File: src/rtl/game_pkg.sv
// Shared constants for the number-match board: controller state codes,
// sum checker result codes and the BCD digit limit.
`timescale 1ns/1ps
package game_pkg;

  localparam logic [2:0] ST_IDLE  = 3'd0;
  localparam logic [2:0] ST_START = 3'd1;
  localparam logic [2:0] ST_PLAY  = 3'd2;
  localparam logic [2:0] ST_EVAL  = 3'd3;
  localparam logic [2:0] ST_DONE  = 3'd4;

  localparam logic [1:0] SUM_NONE = 2'b00;
  localparam logic [1:0] SUM_EQ   = 2'b01;
  localparam logic [1:0] SUM_NE   = 2'b10;
  localparam logic [1:0] WIN_CODE = SUM_EQ;

  localparam logic [3:0] BCD_MAX = 4'd9;

  // Increment a BCD digit, holding at 9 instead of wrapping.
  function automatic logic [3:0] bcd_sat_inc(input logic [3:0] v);
    return (v >= BCD_MAX) ? BCD_MAX : v + 4'd1;
  endfunction

endpackage

File: src/rtl/round_ctl_tick_gen.sv
// Prescaler producing a one-cycle tick every CLK_HZ clocks; clr restarts
// the count from zero and suppresses any tick in the same cycle.
`timescale 1ns/1ps
module tick_gen #(
  parameter int CLK_HZ = 50_000_000
) (
  input  logic CLOCK,
  input  logic RESET,
  input  logic clr,
  output logic tick
);

  localparam int CW = (CLK_HZ > 1) ? $clog2(CLK_HZ) : 1;
  localparam logic [CW-1:0] TERM = CW'(CLK_HZ - 1);

  logic [CW-1:0] r_cnt;
  logic          w_term;

  assign w_term = (r_cnt == TERM);
  assign tick   = w_term && !clr;

  always_ff @(posedge CLOCK or negedge RESET) begin
    if (!RESET) begin
      r_cnt <= '0;
    end else if (clr || w_term) begin
      r_cnt <= '0;
    end else begin
      r_cnt <= r_cnt + CW'(1);
    end
  end

endmodule

File: src/rtl/round_ctl.sv
// Round controller: per-round countdown, hit scoring with a one-second win
// indicator, and round/game sequencing for the 7-segment displays.
`timescale 1ns/1ps
module round_ctl #(
  parameter int         CLK_HZ     = 50_000_000,
  parameter int         ROUND_SECS = 9,
  parameter int         MAX_ROUNDS = 9,
  parameter logic [1:0] WIN_CODE   = game_pkg::WIN_CODE
) (
  input  logic       CLOCK,
  input  logic       RESET,
  input  logic       play_en,
  input  logic       p2_load,
  input  logic [1:0] sum_status,
  output logic [3:0] time_bcd,
  output logic [3:0] score_bcd,
  output logic [3:0] round_bcd,
  output logic       new_round,
  output logic       win_led,
  output logic       game_over
);

  import game_pkg::*;

  localparam logic [3:0] LP_ROUND_SECS = 4'(ROUND_SECS);
  localparam logic [3:0] LP_MAX_ROUNDS = 4'(MAX_ROUNDS);

  logic [2:0] r_state;
  logic [2:0] w_stateNext;
  logic [2:0] w_endState;
  logic [3:0] r_time;
  logic [3:0] r_score;
  logic [3:0] r_round;
  logic [3:0] w_timeDec;
  logic       r_win;
  logic       w_hit;
  logic       w_secTick;
  logic       w_secClr;
  logic       w_winTick;

  // The countdown prescaler only runs while a round is live (PLAY and EVAL).
  assign w_secClr = !((r_state == ST_PLAY) || (r_state == ST_EVAL));

  tick_gen #(.CLK_HZ(CLK_HZ)) u_secTick (
    .CLOCK (CLOCK),
    .RESET (RESET),
    .clr   (w_secClr),
    .tick  (w_secTick)
  );

  tick_gen #(.CLK_HZ(CLK_HZ)) u_winTick (
    .CLOCK (CLOCK),
    .RESET (RESET),
    .clr   (w_hit),
    .tick  (w_winTick)
  );

  assign w_hit      = (r_state == ST_EVAL) && play_en && (sum_status == WIN_CODE);
  assign w_endState = (r_round >= LP_MAX_ROUNDS) ? ST_DONE : ST_START;
  assign w_timeDec  = (w_secTick && (r_time != 4'd0)) ? r_time - 4'd1 : r_time;

  always_comb begin
    w_stateNext = r_state;
    case (r_state)
      ST_IDLE: begin
        if (play_en) w_stateNext = ST_START;
      end
      ST_START: begin
        w_stateNext = play_en ? ST_PLAY : ST_IDLE;
      end
      ST_PLAY: begin
        if (!play_en)               w_stateNext = ST_IDLE;
        else if (p2_load)           w_stateNext = ST_EVAL;
        else if (r_time == 4'd0)    w_stateNext = w_endState;
      end
      ST_EVAL: begin
        if (!play_en)                    w_stateNext = ST_IDLE;
        else if (w_hit || r_time == 4'd0) w_stateNext = w_endState;
        else                             w_stateNext = ST_PLAY;
      end
      ST_DONE: begin
        if (!play_en) w_stateNext = ST_IDLE;
      end
      default: w_stateNext = ST_IDLE;
    endcase
  end

  // Score and round survive an abort so the displays keep the last game.
  always_ff @(posedge CLOCK or negedge RESET) begin
    if (!RESET) begin
      r_state <= ST_IDLE;
      r_time  <= 4'd0;
      r_score <= 4'd0;
      r_round <= 4'd0;
    end else begin
      r_state <= w_stateNext;
      case (r_state)
        ST_IDLE: begin
          if (play_en) begin
            r_score <= 4'd0;
            r_round <= 4'd0;
          end
        end
        ST_START: begin
          if (play_en) begin
            r_round <= bcd_sat_inc(r_round);
            r_time  <= LP_ROUND_SECS;
          end else begin
            r_time  <= 4'd0;
          end
        end
        ST_PLAY, ST_EVAL: begin
          r_time <= play_en ? w_timeDec : 4'd0;
        end
        default: ;
      endcase
      if (w_hit) r_score <= bcd_sat_inc(r_score);
    end
  end

  always_ff @(posedge CLOCK or negedge RESET) begin
    if (!RESET) begin
      r_win <= 1'b0;
    end else if (w_hit) begin
      r_win <= 1'b1;
    end else if (w_winTick || ((r_state == ST_IDLE) && play_en)) begin
      r_win <= 1'b0;
    end
  end

  assign time_bcd  = r_time;
  assign score_bcd = r_score;
  assign round_bcd = r_round;
  assign new_round = (r_state == ST_START);
  assign win_led   = r_win;
  assign game_over = (r_state == ST_DONE);

endmodule

File: config.mk
export PLATFORM = sky130hd
export DESIGN_NAME = round_ctl
export DESIGN_NICKNAME = d
export VERILOG_FILES = /design/src/rtl/game_pkg.sv /design/src/rtl/round_ctl_tick_gen.sv /design/src/rtl/round_ctl.sv
export SDC_FILE = /design/constraint.sdc
export NUM_CORES = 1
export LEC_CHECK = 0
export BUFFER_PORTS_ARGS = -buffer_cell sky130_fd_sc_hd__buf_2
export CORE_UTILIZATION = 40
export CTS_BUF_LIST = sky130_fd_sc_hd__clkbuf_16
export DETAILED_ROUTE_END_ITERATION = 8
export PLACE_DENSITY = 0.53
export SYNTH_ARGS = -nofsm -noshare
export SYNTH_HDL_FRONTEND = slang
export SYNTH_HIERARCHICAL = 1
export SYNTH_SLANG_ARGS = --single-unit
File: constraint.sdc
create_clock -name CLOCK -period 4.5 [get_ports CLOCK]
set_clock_uncertainty 0.1 [all_clocks]
set_input_delay 1.125 -clock CLOCK [delete_from_list [all_inputs] [get_ports CLOCK]]
set_output_delay 1.125 -clock CLOCK [all_outputs]
set_load 0.02 [all_outputs]
==> metrics.yaml, run 1 <==
route:
  detailedRoute.firstPassIterationCount: 4
  drcViolationCount: 0
  avgViaCountPerCell: 5.68
  topRoutingLayerUsed: "met4"
  wire_per_inst_um: 15.4
  totalWireLength_mm: 8.86
  antenna_left: 0
  route.met3.wl_um: 275
  dr_total_vias: 3260
  met2_wirelength_mm: 3.82
  detailedRoute.firstIterationViolations: 161
  met1Wirelength_mm: 4.64
timing:
  hold_viol_final: 0
  timing_worst_slew_pin_value_ps: 689
  setup_tns_ps: 0
  final_critical_period_ps: 2920
  maxClockFrequency_mhz: 342
  fin_crit_sh_pct: 64.9
  timing_max_transition_violations_final: 0
  unrepaired_setup_endpoints_after_global_routing: "false"
  final.setup.worst_slack_ps: 1580
  setup_viol: 0
  worst_slew_margin_rel_pct: 54.0
floorplan:
  rows: 35
  fp.dieArea_mm2: 0.0103
  die-height_um: 102
  boundaryPins: 21
  initial_utilization_pct: 42.1
  die_w_um: 102
  design.core.area_mm2: 0.00942
global_routing:
  grt_pass1_wl_mm: 15.0
  grt_antenna_before_repair: 0
  first_global_vias: 2941
  globalRouteOverflowTotal: 0
  grt_use_total_pct: 18.7
  grt_start_max_net_pins: 45
clocking:
  clk_tree_root_cell: "sky130_fd_sc_hd__clkbuf_16"
  cts_tree: "yes"
  clock_insertion_delay_worst_skew_ps: 330
  clk_pin_slew_ps: 60
  cts.repair.resized: 0
  cts_made_buffers: 9
  cts_max_path_buffers: 2
  clock-sinks: 68
  htree_num_levels: 3
  post_cts_hold_buffer_count: 0
  post-cts-setup-buffer-count: 0
worst_setup_path:
  timing.critical_path.buf_inv: 1
  crit_cells: 8
  path_class: "register to register"
  crit_family: "simple AND/OR/NAND/NOR gates"
  timing.critical_path.required_ps: 4630
  path_cells: "ha_1, or4bb_1, nor4_1, and4_1, inv_1, nor3_4, nor3_1, a211oi_1"
  critical-path-max-stage-delay_ps: 530
  type_of_element_launching_the_critical_path: "register"
  ff2ff_path_depth: 8
  critical-path-slowest-cell: "sky130_fd_sc_hd__dfrtp_1"
  worst_ep_arrival_time_ps: 3060
  timing.critical_path.fanout_max: 10
  worstSetupEndpointType: "register"
cells_and_area:
  proportion_of_layout_cells_with_a_drive_suffix_above_1_pct: 11.9
  post-route-cell-area_mm2: 0.00447
  layout_commonest_cell: "sky130_fd_sc_hd__dfrtp_1"
  n_antenna_cell: 0
  finish.net_count: 458
  layout.cells.most_common_list: "sky130_fd_sc_hd__dfrtp_1 (68), sky130_fd_sc_hd__nor2_1 (42), sky130_fd_sc_hd__nand3_1 (33), sky130_fd_sc_hd__nand2_1 (28), sky130_fd_sc_hd__a21oi_1 (27)"
  syn_to_final_growth_pct: 12.9
  layout.core_utilization_pct: 47.5
min_path:
  hold_depth: 1
  hp-class: "register to register"
run:
  drv.max_cap_violation_count: 0
power_and_ir_drop:
  worst_ir_drop_vdd_v: 0.000190
  power_density_relative_to_cell_area_mw_per_mm2: 478
  report.power.total_mw: 2.14
  p_leak_nw: 1.76
synth:
  ys_seq_area_share_pct: 42.9
  syn_nets: 439
  postSynth.asyncResetShare_pct: 100
  ys_types: 57
  postSynth.topFlopCell: "sky130_fd_sc_hd__dfrtp_1"
  syn-cell-area_mm2: 0.00396
  ys_warnings: 6
  synthesis.instances: 421
  ys_ff_latch: 68
  synth-edff-count: 0
  syn_avg_cell_area_um2: 9.41
placed_design:
  gpl.final_weighted_congestion: 0.786
  dpl_worst_slack_ps: 1680
  placedInstanceArea_mm2: 0.00416
  port-buffer-count: 20
  post-dp-hpwl_mm: 6.01
outcome:
  status: "complete, no violations"
worst reg2reg max path, stage by stage (launching register included):
cell and delay [ps]:
sky130_fd_sc_hd__dfrtp_1 530, sky130_fd_sc_hd__ha_1 400, sky130_fd_sc_hd__or4bb_1 510, sky130_fd_sc_hd__nor4_1 350
sky130_fd_sc_hd__and4_1 320, sky130_fd_sc_hd__inv_1 100, sky130_fd_sc_hd__nor3_4 240, sky130_fd_sc_hd__nor3_1 70
sky130_fd_sc_hd__a211oi_1 210
per-stage QoR:
stage,hold WS (ps),cells
floorplan,416,421
global placement,394,558
detailed placement,399,558
CTS,413,574
global route,417,574
finish,408,574
worst paths after layout:
| path | startpoint | to | slack, ps |
|---|---|---|---|
| hold / removal | round_bcd[3]$_DFFE_PN0P_ | round_bcd[3]$_DFFE_PN0P_ | 410 |
| min in group asynchronous | RESET | u_secTick/r_cnt[15]$_DFF_PN0_ | 690 |
| setup reg to reg | u_secTick/r_cnt[0]$_DFF_PN0_ | time_bcd[0]$_DFFE_PN0P_ | 1580 |
| hold reg to reg | round_bcd[3]$_DFFE_PN0P_ | round_bcd[3]$_DFFE_PN0P_ | 410 |
| max in group asynchronous | RESET | u_winTick/r_cnt[19]$_DFF_PN0_ | 2620 |
| setup / recovery | u_secTick/r_cnt[0]$_DFF_PN0_ | time_bcd[0]$_DFFE_PN0P_ | 1580 |
layout make-up:
type / instances / area, µm²
Fill cell: 888 / 4940
Multi-Input combinational cell: 321 / 2120
Sequential cell: 68 / 1700
Clock buffer: 9 / 225
Tap cell: 129 / 161
Timing Repair Buffer: 21 / 108
Clock inverter: 7 / 83.8
Inverter: 19 / 73.8
logic make-up (layout without fill, tap and decap cells):
group | count (synthesis) | count (layout) | share of synthesized area (%)
buf+inv | 32 | 56 | 3.57
simple gates | 207 | 207 | 31.4
fa+ha+maj | 12 | 12 | 3.79
mux | 2 | 2 | 0.505
compound gates | 77 | 77 | 12.7
xor+xnor | 23 | 23 | 5.08
flops | 68 | 68 | 42.9
cell usage after synthesis (6+ instances only):
master,n,area (µm²)
sky130_fd_sc_hd__nand3_1,33,165
sky130_fd_sc_hd__nor4_1,6,37.5
sky130_fd_sc_hd__nand4_1,15,93.8
sky130_fd_sc_hd__clkbuf_1,6,22.5
sky130_fd_sc_hd__o21ai_0,11,55.1
sky130_fd_sc_hd__xnor2_1,15,131
sky130_fd_sc_hd__a21oi_1,27,135
sky130_fd_sc_hd__or4_1,18,135
sky130_fd_sc_hd__inv_1,18,67.6
sky130_fd_sc_hd__dfrtp_1,68,1700
sky130_fd_sc_hd__and4_1,10,87.6
sky130_fd_sc_hd__ha_1,12,150
sky130_fd_sc_hd__nand2_1,28,105
sky130_fd_sc_hd__xor2_1,8,70.1
sky130_fd_sc_hd__o31ai_1,17,128
sky130_fd_sc_hd__nor3_1,11,55.1
sky130_fd_sc_hd__or3_1,7,43.8
sky130_fd_sc_hd__nor4b_1,6,52.6
sky130_fd_sc_hd__nor2_1,42,158
state kept, by name (all words and copies together), names as in the netlist:
name	cells
round_bcd	4
u_secTick/r_cnt	26
time_bcd	4
win_led	1
score_bcd	4
r_state	3
u_winTick/r_cnt	26
per-layer routing:
layer | up-vias | global-route usage [%]
li1 | 1621 | -
met1 | 1572 | 27.5
met2 | 57 | 27.5
met3 | 10 | 3.24
met4 | 0 | 6.80
met5 | - | 0
report_power, final:
group / total [mW] / internal [mW] / leakage, nW / switching, mW
registers: 0.898 / 0.723 / 0.906 / 0.175
logic: 0.497 / 0.198 / 0.696 / 0.299
clock network: 0.742 / 0.478 / 0.155 / 0.264
total: 2.14 / 1.40 / 1.76 / 0.737
No activity file was read; power rests on OpenSTA's default activity.
==> run 2: changes to the inputs <==
Settings changed: ABC_AREA set to 1, PLACE_DENSITY 0.53 to 0.55.
Clock period 4.5 ns to 2.45 ns, I/O delays scaled along.
==> run 2 against run 1 <==
Hold slack worse by 200 ps. Largest cell class unchanged. Worst setup slack worse by 1100 ps. Clock power up 83%. Critical path type is now register to primary output.
==> metrics.yaml, run 2 <==
synth:
  synth_top_area_share_pct: 39.8  # -3.1 points
  ys_types: 29  # -49%
  synth_top_cell_by_area: "sky130_fd_sc_hd__dfrtp_1"
  synthMostInstantiatedCell: "sky130_fd_sc_hd__nand2_1"
  ys_ff_latch: 68  # unchanged
  postSynth.topFlopCell: "sky130_fd_sc_hd__dfrtp_1"
  synth_top_cells_by_area: "sky130_fd_sc_hd__dfrtp_1 (40%), sky130_fd_sc_hd__nand2_1 (16%), sky130_fd_sc_hd__nor2_1 (12%)"
  postSynth.asyncResetShare_pct: 100  # unchanged
  syn-cell-area_mm2: 0.00428  # +7.9%
  synth-edff-count: 0  # unchanged
  synthesis.instances: 599  # +42%
  ys_seq_area_share_pct: 39.8  # -3.1 points
  syn_nets: 617  # +41%
  ys_warnings: 6  # unchanged
  syn_avg_cell_area_um2: 7.14  # -24%
  ys_top_cells_by_count: "sky130_fd_sc_hd__nand2_1 (178), sky130_fd_sc_hd__nor2_1 (131), sky130_fd_sc_hd__dfrtp_1 (68)"
placed_design:
  gpl.final_weighted_congestion: 0.808  # +2.8%
  placedInstanceArea_mm2: 0.00452  # +8.4%
  port-buffer-count: 20  # unchanged
  post-dp-hpwl_mm: 6.53  # +8.7%
timing:
  fin_crit_sh_pct: 81.3
  maxClockFrequency_mhz: 502
  unrepaired_setup_endpoints_after_global_routing: "false"
  timing_max_transition_violations_final: 0  # unchanged
  final_critical_period_ps: 1990
  setup_tns_ps: 0  # unchanged
  worst_slew_margin_rel_pct: 74.8  # +21 points
  hold_viol_final: 0  # unchanged
  timing_worst_slew_pin_value_ps: 379  # -310 ps
  setup_viol: 0  # unchanged
floorplan:
  initial_utilization_pct: 41.4  # -0.67 points
  design.core.area_mm2: 0.0103  # +9.6%
  die_w_um: 105  # +3.8%
  die-height_um: 105  # +3.8%
  fp.dieArea_mm2: 0.0111  # +7.7%
  boundaryPins: 21  # unchanged
  rows: 37  # +5.7%
power_and_ir_drop:
  share_seq_of_total_power_pct: 38.3  # -3.7 points
  power_density_relative_to_cell_area_mw_per_mm2: 790  # +65%
  comb_power_share_pct: 26.0  # +2.8 points
  p_clk_share_pct: 35.6  # +0.9 points
  internal_power_mw: 2.50  # +79%
  switchingPower_mw: 1.31  # +78%
  worst_ir_drop_vdd_v: 0.000400  # +110%
  p_sw_share_pct: 34.3  # -0.16 points
  p_leak_nw: 2.20  # +25%
route:
  detailedRoute.firstIterationViolations: 136  # -16%
  wire_per_inst_um: 11.8  # -24%
  totalWireLength_mm: 9.02  # +1.8%
  avgViaCountPerCell: 4.72  # -17%
  drcViolationCount: 0  # unchanged
  antenna_left: 0  # unchanged
  detailedRoute.firstPassIterationCount: 4  # unchanged
  dr_total_vias: 3623  # +11%
cells_and_area:
  layout.core_utilization_pct: 46.7  # -0.79 points
  layout_top_registers: "u_secTick/r_cnt x26, u_winTick/r_cnt x26"
  finish.net_count: 644  # +41%
  proportion_of_layout_cells_with_a_drive_suffix_above_1_pct: 12.2  # +0.29 points
  layout.cells.most_common_list: "sky130_fd_sc_hd__nand2_1 (178), sky130_fd_sc_hd__nor2_1 (131), sky130_fd_sc_hd__dfrtp_1 (68), sky130_fd_sc_hd__inv_1 (67), sky130_fd_sc_hd__nand3_1 (35)"
  syn_to_final_growth_pct: 12.8  # about the same
  n_antenna_cell: 0  # unchanged
  post-route-cell-area_mm2: 0.00482  # +7.8%
  layout_commonest_cell: "sky130_fd_sc_hd__nand2_1"
  fillerInstances: 1067  # +20%
clocking:
  cts_made_buffers: 9  # unchanged
  post-cts-setup-buffer-count: 0  # unchanged
  clk_tree_root_cell: "sky130_fd_sc_hd__clkbuf_16"
  clk_pin_slew_ps: 60  # about the same
  post_cts_hold_buffer_count: 0  # unchanged
  clock_insertion_delay_worst_skew_ps: 340  # about the same
  cts.repair.resized: 0  # unchanged
  clock-sinks: 68  # unchanged
  htree_num_levels: 3  # unchanged
  cts_tree: "yes"
  cts_max_path_buffers: 2  # unchanged
worst_setup_path:
  worstSetupEndpointType: "primary output"
  worst_ep_arrival_time_ps: 1280  # -1780 ps
  ff2ff_path_depth: 11  # +3
  r2r-start: "u_secTick/r_cnt[0]$_DFF_PN0_"
  path_class: "register to primary output"
  critical_path.reg2reg.endpoint: "time_bcd[0]$_DFFE_PN0P_"
  timing.critical_path.fanout_max: 7  # -3
  timing.critical_path.required_ps: 1740  # -2890 ps
  setup_slack_of_the_most_critical_reg_to_reg_path_ps: 600  # -980 ps
  type_of_element_launching_the_critical_path: "register"
global_routing:
  grt_start_max_net_pins: 69  # +53%
  grt_pass1_wl_mm: 16.4  # +9.5%
  grt_use_total_pct: 18.6  # -0.13 points
  grt_antenna_before_repair: 0  # unchanged
  first_global_vias: 3627  # +23%
  globalRouteOverflowTotal: 0  # unchanged
min_path:
  hp-class: "primary input to async pin"
outcome:
  status: "complete, no violations"
run:
  drv.max_cap_violation_count: 0  # unchanged
[run 2: worst max-delay path, stage by stage (launching register included)]
cell	delay, ps
sky130_fd_sc_hd__dfrtp_1	440
sky130_fd_sc_hd__inv_1	90
sky130_fd_sc_hd__nand3_2	160
sky130_fd_sc_hd__inv_1	90
sky130_fd_sc_hd__buf_2	160
[run 2: layout make-up]
class | count | area (µm²) | area share, %
Sequential cell | 68 | 1700 | 35.3
Inverter | 70 | 263 | 5.45
Clock buffer | 9 | 225 | 4.67
Clock inverter | 7 | 82.6 | 1.71
Timing Repair Buffer | 21 | 120 | 2.49
Multi-Input combinational cell | 456 | 2260 | 46.9
Tap cell | 136 | 170 | 3.53
[run 2: routing by layer]
metal / global-route usage, % / vias to the layer above / wire length (µm)
li1: - / 1885 / -
met1: 22.4 / 1668 / 4190
met2: 31.5 / 50 / 4330
met3: 4.45 / 20 / 275
met4: 7.95 / 0 / 221
met5: 0 / - / 0
[run 2: how the worst max path moves through the flow]
stage	from	endpoint	cells after the start
global route	r_state[1]$_DFFE_PN0P_	new_round	4
detailed placement	u_secTick/r_cnt[0]$_DFF_PN0_	time_bcd[0]$_DFFE_PN0P_	11
global placement	u_secTick/r_cnt[0]$_DFF_PN0_	time_bcd[2]$_DFFE_PN0P_	11
floorplan	u_secTick/r_cnt[0]$_DFF_PN0_	time_bcd[2]$_DFFE_PN0P_	11
finish	r_state[1]$_DFFE_PN0P_	new_round	4
CTS	r_state[1]$_DFFE_PN0P_	new_round	4
[run 2: kinds of logic after synthesis]
logic type      Yosys count  share of synthesized area (%)
simple gates            390                           39.9
compound gates           23                           3.10
xor+xnor                 31                           6.35
fa+ha+maj                12                           3.51
buf+inv                  75                           7.32
flops                    68                           39.8
[run 2: metrics by stage]
stage / instances / power, mW / hold slack, ps / setup WS, ps
final: 767 / 3.81 / 204 / 458
after global routing: 767 / 4.08 / 237 / 340
after CTS: 767 / 3.87 / 215 / 425
after detailed placement: 751 / 2.48 / 434 / 596
after global placement: 751 / 2.47 / 413 / 679
after floorplan: 599 / 2.24 / 217 / 857
[run 2: power by group through the flow]
| stage | clock network (mW) | logic (mW) | registers (mW) |
|---|---|---|---|
| after global placement | 0 | 0.991 | 1.47 |
| after floorplan | 0 | 0.727 | 1.51 |
| after detailed placement | 0 | 1.00 | 1.48 |
| final | 1.36 | 0.992 | 1.46 |
| after CTS | 1.40 | 1.01 | 1.46 |
| after global routing | 1.44 | 1.15 | 1.49 |
==> run 3: changes to the inputs <==
Settings changed: ABC_AREA 1 to 0.
Clock period 2.45 ns to 1.7 ns, I/O delays scaled along.
==> run 3 against run 2 <==
The flow now finishes with violations (hold timing, setup timing). Die area fell by 7.2%. Critical path depth rose by 5. Critical endpoint is now time_bcd[1]$_DFFE_PN0P_. Via count rose by 6.0%. Wire length rose by 21%. Sequential power rose by 52%. Hold slack got worse by 210 ps. Clock power rose by 60%. Worst setup slack got worse by 890 ps. Power rose by 82%. Clock-buffer cell count did not move.
==> metrics.yaml, run 3 (synthesized netlist as in run 1, its figures left out) <==
worst_setup_path:
  timing.critical_path.required_ps: 1840  # +100 ps
  worstSetupEndpointType: "register"
  ff2ff_path_depth: 9  # -2
  timing.critical_path.buf_inv: 2  # -1
  critical-path-slowest-cell: "sky130_fd_sc_hd__or4bb_4"
  timing.critical_path.fanout_max: 3  # -4
  path_cells: "ha_4, or4bb_4, nor4_4, and4_4, inv_4, nor3_4, buf_6, nand2_1, o32ai_1"
  type_of_element_launching_the_critical_path: "register"
  critical-path-max-stage-delay_ps: 470  # +30 ps
  crit_family: "simple AND/OR/NAND/NOR gates"
  crit_cells: 9  # +5
  path_class: "register to register"
  worst_ep_arrival_time_ps: 2270  # +990 ps
timing:
  whs_ps: -8.26  # -212 ps
  final_critical_period_ps: 2140
  maxClockFrequency_mhz: 468
  setup_tns_ps: -12290  # -12290 ps
  unrepaired_setup_endpoints_after_global_routing: "true"
  setup_viol: 55  # +55
  timing_max_transition_violations_final: 0  # unchanged
  final.setup.worst_slack_ps: -435  # -894 ps
  worst_slew_margin_rel_pct: 66.2  # -8.6 points
  hold_viol_final: 3  # +3
  timing_worst_slew_pin_value_ps: 500  # +122 ps
  fin_crit_sh_pct: 126
clocking:
  cts_made_buffers: 9  # unchanged
  clock_insertion_delay_worst_skew_ps: 330  # about the same
  post_cts_hold_buffer_count: 0  # unchanged
  cts_tree: "yes"
  clk_pin_slew_ps: 60  # about the same
  cts_max_path_buffers: 2  # unchanged
  htree_num_levels: 3  # unchanged
  clk_tree_root_cell: "sky130_fd_sc_hd__clkbuf_16"
  clock-sinks: 68  # unchanged
route:
  route.met3.wl_um: 450  # +64%
  met1Wirelength_mm: 5.16  # +23%
  met2_wirelength_mm: 5.10  # +18%
  totalWireLength_mm: 10.9  # +21%
  antenna_left: 0  # unchanged
  avgViaCountPerCell: 5.56  # +18%
  detailedRoute.firstIterationViolations: 163  # +20%
  detailedRoute.firstPassIterationCount: 4  # unchanged
  topRoutingLayerUsed: "met4"
  wire_per_inst_um: 15.8  # +34%
  drcViolationCount: 0  # unchanged
  dr_total_vias: 3839  # +6.0%
outcome:
  status: "complete, but fails checks"
  violations: "hold timing, setup timing"
floorplan:
  boundaryPins: 21  # unchanged
  design.core.area_mm2: 0.00942  # -8.8%
  die-height_um: 102  # -3.7%
  die_w_um: 102  # -3.7%
  initial_utilization_pct: 42.1  # +0.67 points
  fp.dieArea_mm2: 0.0103  # -7.2%
  rows: 35  # -5.4%
global_routing:
  grt_start_max_net_pins: 69  # unchanged
  globalRouteOverflowTotal: 0  # unchanged
  first_global_vias: 3703  # +2.1%
  grt_use_total_pct: 22.5  # +3.9 points
  grt_antenna_before_repair: 0  # unchanged
  grt_pass1_wl_mm: 17.9  # +9.3%
cells_and_area:
  proportion_of_layout_cells_with_a_drive_suffix_above_1_pct: 39.9  # +28 points
  syn_to_final_growth_pct: 46.8
  layout_commonest_cell: "sky130_fd_sc_hd__buf_4"
  n_antenna_cell: 0  # unchanged
  finish.net_count: 575  # -11%
  instances_no_fill: 691  # -9.9%
  post-route-cell-area_mm2: 0.00582  # +21%
  layout_top_registers: "u_secTick/r_cnt x26, u_winTick/r_cnt x26"
  layout.cells.most_common_list: "sky130_fd_sc_hd__buf_4 (100), sky130_fd_sc_hd__dfrtp_1 (64), sky130_fd_sc_hd__nor2_1 (41), sky130_fd_sc_hd__nand3_1 (32), sky130_fd_sc_hd__nand2_1 (27)"
placed_design:
  gpl.final_weighted_congestion: 0.867  # +7.3%
  post-dp-hpwl_mm: 7.33  # +12%
  placedInstanceArea_mm2: 0.00504  # +12%
  dpl_worst_slack_ps: -542  # -1140 ps
  place.detailed.instances: 653  # -13%
  port-buffer-count: 20  # unchanged
power_and_ir_drop:
  power_density_relative_to_cell_area_mw_per_mm2: 1190  # +51%
  worst_ir_drop_vdd_v: 0.000601  # +50%
  report.power.total_mw: 6.94  # +82%
  p_leak_nw: 2.44  # +11%
min_path:
  hp-class: "primary input to async pin"
run:
  drv.max_cap_violation_count: 0  # unchanged
## run 3: cell types whose count changed in the layout (fill, tap and decap cells not counted), sizes merged, moves of 6 or more
cell | before | now
a21oi | 5 | 29
and4 | 0 | 10
buf | 21 | 137
inv | 71 | 19
nand2 | 183 | 28
nand3 | 43 | 35
nand4 | 4 | 16
nor2 | 152 | 42
nor3 | 3 | 12
nor4b | 0 | 6
o31ai | 1 | 17
or3 | 0 | 7
or4 | 0 | 22
xor2 | 18 | 8
## run 3: final cells by class
| cell class | count | area (µm²) |
|---|---|---|
| multi-input combinational | 321 | 2400 |
| inverter | 19 | 76.3 |
| fill | 799 | 3600 |
| clock buffer | 9 | 225 |
| timing repair buffer | 138 | 1130 |
| sequential | 68 | 1710 |
| tap | 129 | 161 |
| clock inverter | 7 | 115 |
## run 3: metrics by stage
stage               util (%)  hold slack (ps)
finish                  61.8            -8.26
global route            61.8             18.5
CTS                     59.3             27.0
detailed placement      53.6              380
global placement        53.6              381
floorplan                  -             29.4
## run 3: final timing paths
path	startpoint	end	slack (ps)
hold reg to reg	win_led$_DFFE_PN0P_	win_led$_DFFE_PN0P_	410
max in group asynchronous	RESET	u_secTick/r_cnt[1]$_DFF_PN0_	1150
setup reg to reg	u_secTick/r_cnt[1]$_DFF_PN0_	time_bcd[1]$_DFFE_PN0P_	-440
setup / recovery	u_secTick/r_cnt[1]$_DFF_PN0_	time_bcd[1]$_DFFE_PN0P_	-440
hold / removal	RESET	u_secTick/r_cnt[14]$_DFF_PN0_	-8
min in group CLOCK	play_en	r_state[2]$_DFFE_PN0P_	410
## run 3: what timing repair did
action	in CTS	in global routing
resized for setup	28	32
setup buffers	7	13
endpoints found under the hold margin	0	0
gates cloned	2	0
pin swaps	10	11
setup endpoints to repair	58	60
## run 3: per-layer routing
| layer | vias to the layer above | track usage (%) |
|---|---|---|
| li1 | 1847 | - |
| met1 | 1886 | 31.3 |
| met2 | 88 | 35.2 |
| met3 | 18 | 2.97 |
| met4 | 0 | 9.48 |
| met5 | - | 0 |
## run 3: report_power, final
part / switching, mW / leakage [nW] / total, mW / internal [mW]
clock: 0.748 / 0.163 / 2.18 / 1.43
combinational: 1.29 / 1.37 / 2.55 / 1.26
sequential: 0.299 / 0.901 / 2.22 / 1.92
total: 2.34 / 2.44 / 6.94 / 4.61
